## src/rtl/bios_loader.sv

```systemverilog
// Streams a BIOS image into the external SRAM BIOS window, then exposes that window to the CPU as ROM.
// Optional image checksum check is enabled by defining BIOS_LOADER_CHECKSUM_EN.
module bios_loader #(
  parameter logic [15:0] BIOS_BASE = 16'h0000,
  parameter int unsigned BIOS_SIZE = 65536
) (
  input  logic        clka,
  input  logic        reset_n,
  input  logic        start,
  input  logic        s_valid,
  input  logic [7:0]  s_data,
  output logic        s_ready,
  input  logic        cpu_ena,
  input  logic        cpu_wea,
  input  logic [15:0] cpu_addr,
  output logic [7:0]  cpu_douta,
  output logic        bios_ena,
  output logic        bios_wea,
  output logic [15:0] bios_addra,
  output logic [7:0]  bios_dina,
  input  logic [7:0]  bios_douta,
  output logic        busy,
  output logic        done,
  output logic [16:0] byte_count,
  output logic        checksum_ok
);

  typedef enum logic [1:0] {IDLE, LOAD, WRITE, DONE} state_t;

  localparam logic [16:0] IMAGE_BYTES = 17'(BIOS_SIZE);

  state_t      state;
  state_t      next_state;
  logic [15:0] addr;
  logic [16:0] count;
  logic [7:0]  data_q;
  logic        start_load;
  logic        accept;
  logic        last_byte;

  // A load may only be (re)started from IDLE or DONE; mid-load pulses are dropped.
  assign start_load = start && ((state == IDLE) || (state == DONE));
  assign accept     = (state == LOAD) && s_valid;
  assign last_byte  = (count + 17'd1) == IMAGE_BYTES;
  assign byte_count = count;

  always_ff @(posedge clka or negedge reset_n) begin
    if (!reset_n) begin
      state <= IDLE;
    end else begin
      state <= next_state;
    end
  end

  always_comb begin
    next_state = state;
    case (state)
      IDLE:    if (start_load) next_state = LOAD;
      LOAD:    if (accept) next_state = WRITE;
      WRITE:   next_state = last_byte ? DONE : LOAD;
      DONE:    if (start_load) next_state = LOAD;
      default: next_state = IDLE;
    endcase
  end

  // Address and count advance as the WRITE cycle ends, so the write itself sees the pre-increment values.
  always_ff @(posedge clka or negedge reset_n) begin
    if (!reset_n) begin
      addr   <= BIOS_BASE;
      count  <= 17'd0;
      data_q <= 8'h00;
    end else if (start_load) begin
      addr  <= BIOS_BASE;
      count <= 17'd0;
    end else if (accept) begin
      data_q <= s_data;
    end else if (state == WRITE) begin
      addr  <= addr + 16'd1;
      count <= count + 17'd1;
    end
  end

`ifdef BIOS_LOADER_CHECKSUM_EN
  logic [7:0] sum;

  always_ff @(posedge clka or negedge reset_n) begin
    if (!reset_n) begin
      sum <= 8'h00;
    end else if (start_load) begin
      sum <= 8'h00;
    end else if (accept) begin
      sum <= sum + s_data;
    end
  end

  assign checksum_ok = (state == DONE) && (sum == 8'h00);
`else
  assign checksum_ok = done;
`endif

  // In DONE the port is a combinational pass-through for CPU reads; the CPU write request is masked off.
  always_comb begin
    s_ready    = 1'b0;
    busy       = 1'b0;
    done       = 1'b0;
    bios_ena   = 1'b0;
    bios_wea   = 1'b0;
    bios_addra = addr;
    bios_dina  = data_q;
    cpu_douta  = 8'hFF;
    case (state)
      LOAD: begin
        s_ready = 1'b1;
        busy    = 1'b1;
      end
      WRITE: begin
        busy     = 1'b1;
        bios_ena = 1'b1;
        bios_wea = 1'b1;
      end
      DONE: begin
        done       = 1'b1;
        bios_ena   = cpu_ena;
        bios_wea   = cpu_wea & 1'b0;
        bios_addra = cpu_addr;
        cpu_douta  = bios_douta;
      end
      default: begin
        s_ready = 1'b0;
      end
    endcase
  end

endmodule

```

## config.mk

```make
export PLATFORM = sky130hd
export DESIGN_NAME = bios_loader
export DESIGN_NICKNAME = d
export VERILOG_FILES = /design/src/rtl/bios_loader.sv
export SDC_FILE = /design/constraint.sdc
export NUM_CORES = 1
export LEC_CHECK = 0
export BUFFER_PORTS_ARGS = -buffer_cell sky130_fd_sc_hd__buf_2
export CAP_MARGIN = 15
export CORE_ASPECT_RATIO = 1.5
export CORE_MARGIN = 8
export CORE_UTILIZATION = 35
export DETAILED_ROUTE_END_ITERATION = 10
export GPL_TIMING_DRIVEN = 0
export SETUP_SLACK_MARGIN = 0.4
export SKIP_CTS_REPAIR_TIMING = 1
export SLEW_MARGIN = 15
export SYNTH_ARGS = -nofsm -noshare
export SYNTH_HDL_FRONTEND = slang
export SYNTH_SLANG_ARGS = --single-unit
```

## constraint.sdc

```tcl
create_clock -name clka -period 2.9 [get_ports clka]
set_clock_uncertainty 0.15 [all_clocks]
set_input_delay 0.58 -clock clka [delete_from_list [all_inputs] [get_ports clka]]
set_output_delay 0.58 -clock clka [all_outputs]
set_load 0.02 [all_outputs]
```

==> flow_metrics.py <==
metrics = {
    "finish": {
        "finalNetCount": 406,
        "antennaDiodeCount": 0,
        "fin_util_pct": 45.8,
        "layout_commonest_cell": "buf_2",
        "drive_above_1_share_pct": 39.1,
        "area_growth_pct": 28.1,
        "most-common-layout-cells": "94 x buf_2, 43 x dfrtp_1, 31 x nor2_1",
    },
    "floorplanning": {
        "die_area_um2": 10300,
        "core_um2": 7130,
        "ioPinCount": 93,
        "initial_core_util_pct": 35.8,
        "die_h_um": 121,
        "die_width_um": 85.7,
        "rows": 38,
    },
    "power": {
        "p_total_mw": 2.44,
        "p_int_mw": 1.44,
        "p_leak_nw": 1.59,
        "ir_drop_mv": 0.246,
        "combPwrFrac_pct": 48.6,
        "switching_power_mw": 0.999,
        "cellPowerDensity_nw_per_um2": 746,
        "sequentialPowerShare_pct": 31.5,
        "p_clk_share_pct": 19.9,
        "swShare_pct": 41.0,
    },
    "detailed_routing": {
        "wl_um": 6650,
        "drtPass1Iterations": 4,
        "num_vias": 2237,
        "viasPerCell": 5.05,
        "postRouteAntennaNets": 0,
        "wl_per_cell_um": 15.0,
        "route.detailed.drc": 0,
        "drt-initial-drc-count": 95,
    },
    "placement": {
        "numPortBuffers": 91,
        "hpwl_um": 5120,
        "finalWeightedCongestion": 0.794,
    },
    "timing": {
        "post-route-min-period_ns": 2.42,
        "setup_viol": 0,
        "hold_viol": 0,
        "final.period_utilization_pct": 83.6,
        "drv_slew": 0,
        "maxSlewHeadroom_pct": 35.8,
        "rsz0062_at_grt": "true",
        "worst_pin_slew_ns": 0.963,
        "fmax_mhz": 413,
    },
    "critical_path": {
        "cp-end-kind": "primary output",
        "worstPathCellList": "ha_4 > buf_6 > buf_6 > mux2_2 > buf_2",
        "r2r_slack_ns": 0.58,
        "cp-start-kind": "flop",
        "critical_path_peak_fanout": 10,
        "slowest_stage": "dfrtp_1",
        "required_ns": 2.17,
        "slowest_delay_ns": 0.44,
        "worstSetupPathType": "reg -> out",
        "arrival_ns": 1.69,
        "critPathMostFrequentCell": "buf_6",
    },
    "clocking": {
        "cts_tree": "yes",
        "htree_levels": 2,
        "cts_buffers": 5,
        "clock_latency_ns": 0.29,
        "clock-sinks": 43,
        "cts-root-buf": "clkbuf_8",
        "path_clk_slew_ns": 0.08,
        "clock_path_buffers": 2,
    },
    "grt": {
        "grt_pass1_vias": 2275,
        "grt_max_degree": 44,
        "antenna_found_initial": 0,
        "grt_overflow": 0,
        "grt_pass1_wl_um": 11100,
        "grt_use_total_pct": 13.2,
    },
    "synthesis": {
        "yosysSeqAreaShare_pct": 42.2,
        "synthTopCellsByArea": "dfrtp_1 42%, mux2_2 9.7%, xor2_1 4.8%, nor2_1 4.6%, xnor2_1 4.5%",
        "ys_warn_count": 0,
        "synth.avg_cell_area_um2": 9.74,
        "ys_types": 42,
        "ys_seq_elements": 43,
        "syn_inst": 262,
        "synth_nets": 306,
        "synth_top_area_share_pct": 42.2,
        "synth_area_um2": 2550,
        "yosysTopAreaCell": "dfrtp_1",
    },
    "status": {
        "status": "complete, no violations",
    },
    "hold_path": {
        "hold_class": "in -> async",
    },
    "run": {
        "maxCapViolCount": 0,
    },
}
kinds of logic (layout without fill, tap and decap cells):
kind of cell               count (synthesis)  after routing  synth area share (%)
and+or+nand+nor                          110            110                  22.5
DFF                                       43             43                  42.2
AOI/OAI and AO/OA                         32             32                  8.48
xor gates and xnor gates                  27             27                  9.26
muxes                                     25             25                  10.9
buffers and inverters                     19            120                  3.77
adders and majority gates                  6              6                  2.94
registers in the layout, summed over array words and instances, names as in the netlist:
| register | flops |
|---|---|
| state | 2 |
| byte_count | 17 |
| addr | 16 |
| bios_dina | 8 |
power by group through the flow:
stage / sequential, mW / combinational (mW) / clock, mW
detailed placement: 0.780 / 1.16 / 0
CTS: 0.768 / 1.16 / 0.500
global placement: 0.776 / 1.14 / 0
global route: 0.783 / 1.29 / 0.524
finish: 0.767 / 1.19 / 0.485
floorplan: 0.856 / 0.702 / 0
path summary, 6_finish.rpt:
check,from,end,depth (start not counted)
max,state[1],bios_addra[9],5
min,reset_n,byte_count[6],1
max reg2reg,state[1],addr[12],7
min reg2reg,bios_dina[5],bios_dina[5],1
max in group asynchronous,reset_n,addr[3],1
min in group clka,bios_dina[5],bios_dina[5],1
metrics by stage:
step	setup slack [ns]	cells	setup TNS [ns]	hold slack (ns)	area, µm²
after floorplan	0.492	262	0	0.134	2550
after global placement	0.305	433	0	0.335	3110
final	0.477	443	0	0.265	3270
after detailed placement	0.279	433	0	0.340	3110
after global routing	0.359	443	0	0.351	3270
after CTS	-0.0505	441	-0.339	0.318	3230
metal layers:
layer | GRT usage, % | routed length [µm]
met5 | 0 | 0
met4 | 5.18 | 100
met1 | 14.1 | 2590
met3 | 3.33 | 432
met2 | 24.1 | 3530
synth_stat cells:
master	instances
o31a_1	1
a21boi_2	1
nor4_4	1
o21ai_2	1
nor3_1	7
inv_1	7
nor3_2	1
xor2_1	14
buf_4	1
or3_1	9
clkbuf_8	1
a41oi_1	1
clkbuf_1	5
ha_1	6
nand2b_1	8
nor4_1	1
nand3_4	1
buf_2	3
buf_1	1
nand3_1	11
o22ai_1	1
nand4_2	1
a21o_1	1
and3_1	3
mux2_2	22
xnor2_1	13
nand4_1	8
a211o_1	1
nor2_2	1
a31oi_1	1
o2111ai_2	2
nand2_1	22
a2111o_1	1
a21oi_1	8
dfrtp_1	43
and4_1	2
mux2i_1	3
and2_1	3
o21ai_0	12
a311oi_1	1
buf_6	1
nor2_1	31
area by class of cell:
cell class / instances / area, µm²
clock buffers: 6 / 82.6
repair buffers: 93 / 470
clock inverters: 2 / 35.0
well taps: 80 / 100
inverters: 7 / 26.3
plain buffers: 12 / 86.3
flip-flops and latches: 43 / 1080
multi-input cells: 200 / 1390
fillers: 708 / 3860
worst max-delay path, delay by kind of cell (launching register included):
| kind | cells | cell delay, ns |
|---|---|---|
| DFF | 1 | 0.44 |
| adders and majority gates | 1 | 0.18 |
| buffers and inverters | 3 | 0.45 |
| muxes | 1 | 0.33 |
No activity file was read; power rests on OpenSTA's default activity.
